$ cat src/rtl/rv32i_mc_control.sv
// Multi-cycle RV32I control FSM: fetch, decode, execute, memory, mul/div wait, writeback, trap.
// Outputs are Mealy decodes of the current state, opcode and handshake inputs.
module rv32i_mc_control #(
   parameter bit ENABLE_M        = 1'b0,
   parameter bit HALT_ON_ILLEGAL = 1'b1
) (
   input  logic       i_clk,
   input  logic       i_rst,
   input  logic [6:0] i_opcode,
   input  logic [6:0] i_funct7,
   input  logic       i_imem_ack,
   input  logic       i_dmem_ack,
   input  logic       i_muldiv_done,
   input  logic       i_branch_taken,
   output logic       o_imem_req,
   output logic       o_ir_write,
   output logic       o_dmem_req,
   output logic       o_dmem_we,
   output logic       o_muldiv_start,
   output logic       o_pc_write,
   output logic [1:0] o_pc_sel,
   output logic       o_alu_src,
   output logic [1:0] o_alu_op_main,
   output logic [2:0] o_imm_type,
   output logic       o_reg_write,
   output logic [1:0] o_wb_sel,
   output logic       o_illegal_instr,
   output logic       o_retire,
   output logic [2:0] o_state
);

   localparam logic [2:0] S_FETCH  = 3'd0;
   localparam logic [2:0] S_DECODE = 3'd1;
   localparam logic [2:0] S_EXEC   = 3'd2;
   localparam logic [2:0] S_MEM    = 3'd3;
   localparam logic [2:0] S_MULDIV = 3'd4;
   localparam logic [2:0] S_WB     = 3'd5;
   localparam logic [2:0] S_TRAP   = 3'd7;

   localparam logic [6:0] OPC_LUI    = 7'b0110111;
   localparam logic [6:0] OPC_AUIPC  = 7'b0010111;
   localparam logic [6:0] OPC_JAL    = 7'b1101111;
   localparam logic [6:0] OPC_JALR   = 7'b1100111;
   localparam logic [6:0] OPC_BRANCH = 7'b1100011;
   localparam logic [6:0] OPC_LOAD   = 7'b0000011;
   localparam logic [6:0] OPC_STORE  = 7'b0100011;
   localparam logic [6:0] OPC_OPIMM  = 7'b0010011;
   localparam logic [6:0] OPC_OP     = 7'b0110011;
   localparam logic [6:0] OPC_FENCE  = 7'b0001111;

   logic [2:0] r_state;
   logic       r_rst;
   logic [2:0] w_state_d;
   logic       w_known;
   logic       w_is_m;
   logic       w_legal;
   logic       w_alu_src;
   logic [1:0] w_alu_op;
   logic [2:0] w_imm;
   logic [1:0] w_wb;
   logic       w_in_instr;

   assign w_is_m     = (i_opcode == OPC_OP) && (i_funct7 == 7'b0000001);
   assign w_legal    = w_known && !(w_is_m && !ENABLE_M);
   assign w_in_instr = (r_state == S_DECODE) || (r_state == S_EXEC) || (r_state == S_MEM) ||
                       (r_state == S_MULDIV) || (r_state == S_WB);

   always_comb begin
      w_known   = 1'b1;
      w_alu_src = 1'b0;
      w_alu_op  = 2'b00;
      w_imm     = 3'd0;
      w_wb      = 2'b00;
      case (i_opcode)
         OPC_LUI, OPC_AUIPC: begin w_alu_src = 1'b1; w_imm = 3'd3; end
         OPC_JAL:    begin w_alu_src = 1'b1; w_imm = 3'd4; w_wb = 2'b10; end
         OPC_JALR:   begin w_alu_src = 1'b1; w_wb = 2'b10; end
         OPC_BRANCH: begin w_alu_op = 2'b01; w_imm = 3'd2; end
         OPC_LOAD:   begin w_alu_src = 1'b1; w_wb = 2'b01; end
         OPC_STORE:  begin w_alu_src = 1'b1; w_imm = 3'd1; end
         OPC_OPIMM:  begin w_alu_src = 1'b1; w_alu_op = 2'b11; end
         OPC_OP:     begin w_alu_op = 2'b10; if (w_is_m) w_wb = 2'b11; end
         OPC_FENCE:  ;
         default:    w_known = 1'b0;
      endcase
   end

   always_comb begin
      w_state_d       = r_state;
      o_imem_req      = 1'b0;
      o_ir_write      = 1'b0;
      o_dmem_req      = 1'b0;
      o_dmem_we       = 1'b0;
      o_muldiv_start  = 1'b0;
      o_pc_write      = 1'b0;
      o_pc_sel        = 2'b00;
      o_alu_src       = 1'b0;
      o_alu_op_main   = 2'b00;
      o_imm_type      = 3'd0;
      o_reg_write     = 1'b0;
      o_wb_sel        = 2'b00;
      o_illegal_instr = 1'b0;
      o_retire        = 1'b0;
      o_state         = r_state;
      // The cycle after a reset edge is kept silent so late acks cannot advance the FSM.
      if (r_rst) begin
         w_state_d = S_FETCH;
      end else begin
         if (w_in_instr && w_legal) begin
            o_alu_src     = w_alu_src;
            o_alu_op_main = w_alu_op;
            o_imm_type    = w_imm;
            o_wb_sel      = w_wb;
         end
         case (r_state)
            S_FETCH: begin
               o_imem_req = 1'b1;
               if (i_imem_ack) begin
                  o_ir_write = 1'b1;
                  w_state_d  = S_DECODE;
               end
            end
            S_DECODE: w_state_d = w_legal ? S_EXEC : S_TRAP;
            S_EXEC: begin
               if (i_opcode == OPC_BRANCH) begin
                  o_pc_write = 1'b1;
                  o_pc_sel   = i_branch_taken ? 2'b01 : 2'b00;
                  o_retire   = 1'b1;
                  w_state_d  = S_FETCH;
               end else if ((i_opcode == OPC_LOAD) || (i_opcode == OPC_STORE)) begin
                  w_state_d = S_MEM;
               end else if (w_is_m) begin
                  o_muldiv_start = 1'b1;
                  w_state_d      = S_MULDIV;
               end else if (i_opcode == OPC_FENCE) begin
                  o_pc_write = 1'b1;
                  o_retire   = 1'b1;
                  w_state_d  = S_FETCH;
               end else begin
                  w_state_d = S_WB;
               end
            end
            S_MEM: begin
               o_dmem_req = 1'b1;
               o_dmem_we  = (i_opcode == OPC_STORE);
               if (i_dmem_ack) begin
                  if (i_opcode == OPC_STORE) begin
                     o_pc_write = 1'b1;
                     o_retire   = 1'b1;
                     w_state_d  = S_FETCH;
                  end else begin
                     w_state_d = S_WB;
                  end
               end
            end
            S_MULDIV: if (i_muldiv_done) w_state_d = S_WB;
            S_WB: begin
               o_reg_write = 1'b1;
               o_pc_write  = 1'b1;
               o_retire    = 1'b1;
               if (i_opcode == OPC_JAL)       o_pc_sel = 2'b01;
               else if (i_opcode == OPC_JALR) o_pc_sel = 2'b10;
               w_state_d = S_FETCH;
            end
            S_TRAP: begin
               o_illegal_instr = 1'b1;
               if (!HALT_ON_ILLEGAL) begin
                  o_pc_write = 1'b1;
                  w_state_d  = S_FETCH;
               end
            end
            default: w_state_d = S_FETCH;
         endcase
      end
   end

   always_ff @(posedge i_clk) begin
      if (i_rst) begin
         r_state <= S_FETCH;
         r_rst   <= 1'b1;
      end else begin
         r_state <= w_state_d;
         r_rst   <= 1'b0;
      end
   end

endmodule
$ cat config.mk
export PLATFORM = sky130hd
export DESIGN_NAME = rv32i_mc_control
export DESIGN_NICKNAME = d
export VERILOG_FILES = /design/src/rtl/rv32i_mc_control.sv
export SDC_FILE = /design/constraint.sdc
export NUM_CORES = 1
export LEC_CHECK = 0
export ABC_AREA = 1
export BUFFER_PORTS_ARGS = -buffer_cell sky130_fd_sc_hd__buf_2
export CAP_MARGIN = 10
export CELL_PAD_IN_SITES_DETAIL_PLACEMENT = 0
export CELL_PAD_IN_SITES_GLOBAL_PLACEMENT = 1
export CORE_UTILIZATION = 23
export DETAILED_ROUTE_END_ITERATION = 7
export PLACE_DENSITY_LB_ADDON = 0.3
export SLEW_MARGIN = 20
export SYNTH_ARGS = -nofsm -noshare
export SYNTH_HDL_FRONTEND = slang
export SYNTH_SLANG_ARGS = --single-unit
$ cat constraint.sdc
create_clock -name i_clk -period 1.5 [get_ports i_clk]
set_input_delay 0.3 -clock i_clk [delete_from_list [all_inputs] [get_ports i_clk]]
set_output_delay 0.3 -clock i_clk [all_outputs]
set_load 0.005 [all_outputs]
==> metrics.txt <==
# TYPE chip_impl_metric gauge
chip_impl_info{name="outcome",value="finished with violations"} 1
chip_impl_info{name="violated_checks",value="setup timing"} 1
chip_impl_metric{name="preCtsSetupSlack",unit="ps"} -291.8
chip_impl_metric{name="part_of_the_total_power_dissipated_in_sequential_elements",unit="%"} 23.2
chip_impl_info{name="largest_family_of_logic_cells_by_synthesized_area",value="simple AND/OR/NAND/NOR gates"} 1
chip_impl_metric{name="slew_headroom",unit="%"} 77.18
chip_impl_metric{name="final_util",unit="%"} 59.56
chip_impl_metric{name="tritoncts.num_buffers",unit=""} 3
chip_impl_metric{name="drt.antenna.violating_nets",unit=""} 0
chip_impl_metric{name="fin_cells",unit=""} 250
chip_impl_metric{name="timing.hold.ws",unit="ps"} 193.4
chip_impl_metric{name="p_int",unit="mW"} 0.3247
chip_impl_metric{name="netlist-cell-type-count",unit=""} 22
chip_impl_metric{name="synthArstFlopShare",unit="%"} 0
chip_impl_info{name="worst_hold_path_type",value="in2reg"} 1
chip_impl_metric{name="arrival",unit="ps"} 1430
chip_impl_metric{name="timing.final.setup_violations",unit=""} 18
chip_impl_metric{name="tritoncts_num_sinks",unit=""} 4
chip_impl_metric{name="synth_edf_count",unit=""} 0
chip_impl_metric{name="place_area",unit="sq um"} 1142
chip_impl_metric{name="layout_min_cycle_time",unit="ps"} 1728
chip_impl_metric{name="grt_max_degree",unit=""} 11
chip_impl_metric{name="met2WireLength",unit="mm"} 1.640
chip_impl_metric{name="yosys-mux-area-fraction",unit="%"} 0
chip_impl_metric{name="netSwitchingPower",unit="mW"} 0.1730
chip_impl_metric{name="ir_worst_vdd",unit="mV"} 0.3855
chip_impl_info{name="worstPathCellList",value="buf_6 > inv_4 > nand2_4 > nor2_4 > nand2_1 > nand3_2 > o21ai_2 > nand3b_4 > a21oi_2 > buf_2"} 1
chip_impl_metric{name="design_power_total",unit="mW"} 0.4977
chip_impl_metric{name="achievable_frequency",unit="MHz"} 578.8
chip_impl_metric{name="parity_gate_share_of_the_synthesized_area_counting_xor_and_xnor_cells",unit="%"} 0
chip_impl_metric{name="layout_worst_path_cycle_share",unit="%"} 115.2
chip_impl_metric{name="met3_length",unit="um"} 86
chip_impl_metric{name="die-height",unit="um"} 56.55
chip_impl_info{name="ctsRootBufferMaster",value="sky130_fd_sc_hd__clkbuf_4"} 1
chip_impl_metric{name="insertion_delay_to_the_later_sink_of_the_worst_skew_pair",unit="ps"} 230
chip_impl_metric{name="synth-warning-count",unit=""} 0
chip_impl_info{name="hold-path-endpoint",value="r_rst"} 1
chip_impl_metric{name="synth_compound_gate_area_share",unit="%"} 12.80
chip_impl_metric{name="syn_area",unit="sq um"} 684.4
chip_impl_metric{name="design.portCount",unit=""} 42
chip_impl_metric{name="cts.clk_slew.worst_paths",unit="ps"} 40
chip_impl_metric{name="cts_buffer_depth",unit=""} 2
chip_impl_metric{name="synth-adder-area-share",unit="%"} 0
chip_impl_metric{name="finish.net_count",unit=""} 241
chip_impl_metric{name="post_dr_wirelength_cell",unit="um"} 11.68
chip_impl_metric{name="drt_first_pass_iters",unit=""} 4
chip_impl_metric{name="r2r_setup_slack",unit="ps"} 90
chip_impl_metric{name="seq_area",unit="sq um"} 88.84
chip_impl_metric{name="cellPowerDensity",unit="nW/um^2"} 300.4
chip_impl_info{name="timing.hold.worst.start",value="i_rst"} 1
chip_impl_metric{name="number_of_antenna_violations_at_the_first_check_in_global_routing",unit=""} 0
chip_impl_metric{name="synthSimpleGateAreaFrac",unit="%"} 57.95
chip_impl_metric{name="worstHoldPathCells",unit=""} 1
chip_impl_metric{name="max_stage_delay",unit="ps"} 220
chip_impl_metric{name="drc",unit=""} 0
chip_impl_metric{name="place.gp.congestion",unit=""} 0.8310
chip_impl_metric{name="overflow",unit=""} 0
chip_impl_metric{name="placement_row_count",unit=""} 19
chip_impl_metric{name="leakagePower",unit="nW"} 0.9009
chip_impl_metric{name="drt_iter0_drc",unit=""} 18
chip_impl_metric{name="timing.critical_path.required",unit="ps"} 1200
chip_impl_metric{name="clock_power_share",unit="%"} 25.6
chip_impl_metric{name="post-dp-hpwl",unit="mm"} 1.894
chip_impl_info{name="tritoncts",value="yes"} 1
chip_impl_metric{name="switching_share",unit="%"} 34.76
chip_impl_info{name="mostFrequentLayoutCells",value="36 x sky130_fd_sc_hd__buf_4, 34 x sky130_fd_sc_hd__buf_2, 16 x sky130_fd_sc_hd__buf_6"} 1
chip_impl_info{name="critPathSlowestCell",value="sky130_fd_sc_hd__nand3b_4"} 1
chip_impl_metric{name="maxCapViolCount",unit=""} 0
chip_impl_metric{name="postSynthCellCount",unit=""} 131
chip_impl_metric{name="post_cts_hold_buffer_count",unit=""} 0
chip_impl_info{name="routed.top_layer",value="met3"} 1
chip_impl_metric{name="floorplan.initialDensity",unit="%"} 24.61
chip_impl_metric{name="post-route-worst-setup-slack",unit="ps"} -227.6
chip_impl_metric{name="numPlacedInstances",unit=""} 231
chip_impl_metric{name="stdcell_area",unit="sq um"} 1657
chip_impl_metric{name="die-width",unit="um"} 56.55
chip_impl_info{name="layout.cells.most_common",value="sky130_fd_sc_hd__buf_4"} 1
chip_impl_info{name="critical_path.startpoint_type",value="input pin"} 1
chip_impl_metric{name="n_fill_cell",unit=""} 251
chip_impl_metric{name="place.port_buffers",unit=""} 41
chip_impl_info{name="ys.flop_type",value="sky130_fd_sc_hd__dfxtp_1"} 1
chip_impl_metric{name="vias_per_inst",unit=""} 4.592
chip_impl_metric{name="syn_avg_cell_area",unit="sq um"} 5.224
chip_impl_metric{name="report.final.hold_viol_count",unit=""} 0
chip_impl_metric{name="n_antenna_cell",unit=""} 0
chip_impl_metric{name="combinationalPowerShare",unit="%"} 51.2
chip_impl_metric{name="htree_levels",unit=""} 1
chip_impl_metric{name="largest_fanout_on_the_critical_path",unit=""} 8
chip_impl_metric{name="multi_input_comb_area",unit="sq um"} 739.5
chip_impl_metric{name="max_slew_violations",unit=""} 0
chip_impl_info{name="worstReg2RegStart",value="o_state[1]"} 1
chip_impl_metric{name="area_delta_synth_final",unit="%"} 142.0
chip_impl_metric{name="grt_use_total",unit="%"} 15.75
chip_impl_metric{name="route.final.wire_length",unit="mm"} 2.920
chip_impl_metric{name="totalNegativeSetupSlack",unit="ps"} -2625
chip_impl_metric{name="final_layout_size_suffix_gt1_share",unit="%"} 75.80
chip_impl_metric{name="worst-slew-pin-transition",unit="ps"} 339.6
chip_impl_metric{name="mapped_nets",unit=""} 151
chip_impl_metric{name="dr_total_vias",unit=""} 1148
chip_impl_info{name="rsz0062_at_grt",value="true"} 1
chip_impl_metric{name="wl_met1",unit="mm"} 1.193
chip_impl_metric{name="worst_clock_skew",unit="ps"} 0.8071
chip_impl_metric{name="synth-seq-cells",unit=""} 4
chip_impl_metric{name="core_area",unit="sq um"} 2781
chip_impl_info{name="worstSetupPathType",value="in2out"} 1
chip_impl_info{name="capture_instance_of_the_worst_register_to_register_path",value="o_state[0]"} 1
chip_impl_metric{name="r2r_cells",unit=""} 11
chip_impl_metric{name="synth.yosys.seq_area_share",unit="%"} 11.70
chip_impl_metric{name="grt_pass1_vias",unit=""} 1050
chip_impl_info{name="end_kind",value="output pin"} 1
chip_impl_metric{name="fp.dieArea",unit="sq um"} 3198
chip_impl_metric{name="grt_pass1_wl",unit="mm"} 4.209
cell usage after synthesis, drive strengths merged, types with 2 or more instances:
| cell | n | share of area (%) |
|---|---|---|
| a21oi | 9 | 6.6 |
| dfxtp | 4 | 12 |
| inv | 29 | 16 |
| nand2 | 31 | 19 |
| nand3 | 10 | 7.3 |
| nand3b | 2 | 4.0 |
| nor2 | 29 | 18 |
| nor3 | 6 | 6.6 |
| nor4 | 2 | 1.8 |
| o21ai | 4 | 3.5 |
cell families (layout without fill, tap and decap cells):
logic type / after synthesis / in the layout
DFF: 4 / 4
and+or+nand+nor: 81 / 81
AOI/OAI and AO/OA: 15 / 15
buffers and inverters: 31 / 119
worst max path at each step:
| stage | startpoint | end | slack, ps | depth (start not counted) |
|---|---|---|---|---|
| 6_report | i_opcode[2] | o_wb_sel[0] | -230 | 10 |
| 5_1_grt | o_state[2] | o_muldiv_start | -320 | 7 |
| 4_1_cts | i_opcode[3] | o_wb_sel[0] | -190 | 10 |
| 3_5_place_dp | i_opcode[5] | o_wb_sel[0] | -290 | 10 |
| 3_3_place_gp | i_opcode[2] | o_wb_sel[0] | -270 | 10 |
| 2_1_floorplan | i_opcode[2] | o_retire | 3 | 10 |
metal layers:
layer  GRT usage [%]  vias to the layer above
met5               0                        -
met2           30.25                       18
met4           2.091                        0
met1           19.25                      541
li1                -                      589
met3           1.152                        0
flip-flops by register name (all words and copies together), names as in the netlist:
signal,cells
o_state,3
r_rst,1
layout make-up:
class / count / share of cell area [%]
timing repair buffer: 87 / 38.37
tap: 31 / 2.341
sequential: 4 / 5.363
multi-input combinational: 96 / 44.64
inverter: 29 / 7.931
clock buffer: 3 / 1.360
critical path: cells and delay by family:
kind,cells,cell delay [ps]
compound gates,2,220
buf+inv,3,280
simple gates,5,620
power by group through the flow:
| stage | sequential (mW) | clock [mW] | combinational, mW |
|---|---|---|---|
| final | 0.115 | 0.128 | 0.255 |
| after global routing | 0.116 | 0.142 | 0.275 |
| after CTS | 0.117 | 0.129 | 0.211 |
| after detailed placement | 0.117 | 0 | 0.153 |
| after global placement | 0.116 | 0 | 0.152 |
| after floorplan | 0.118 | 0 | 0.0725 |
repair_timing:
action,CTS,global route
pin swaps,17,23
setup buffers,13,6
gates resized for setup,51,62
endpoints found under the setup margin,16,21
No activity file was read; power rests on OpenSTA's default activity.
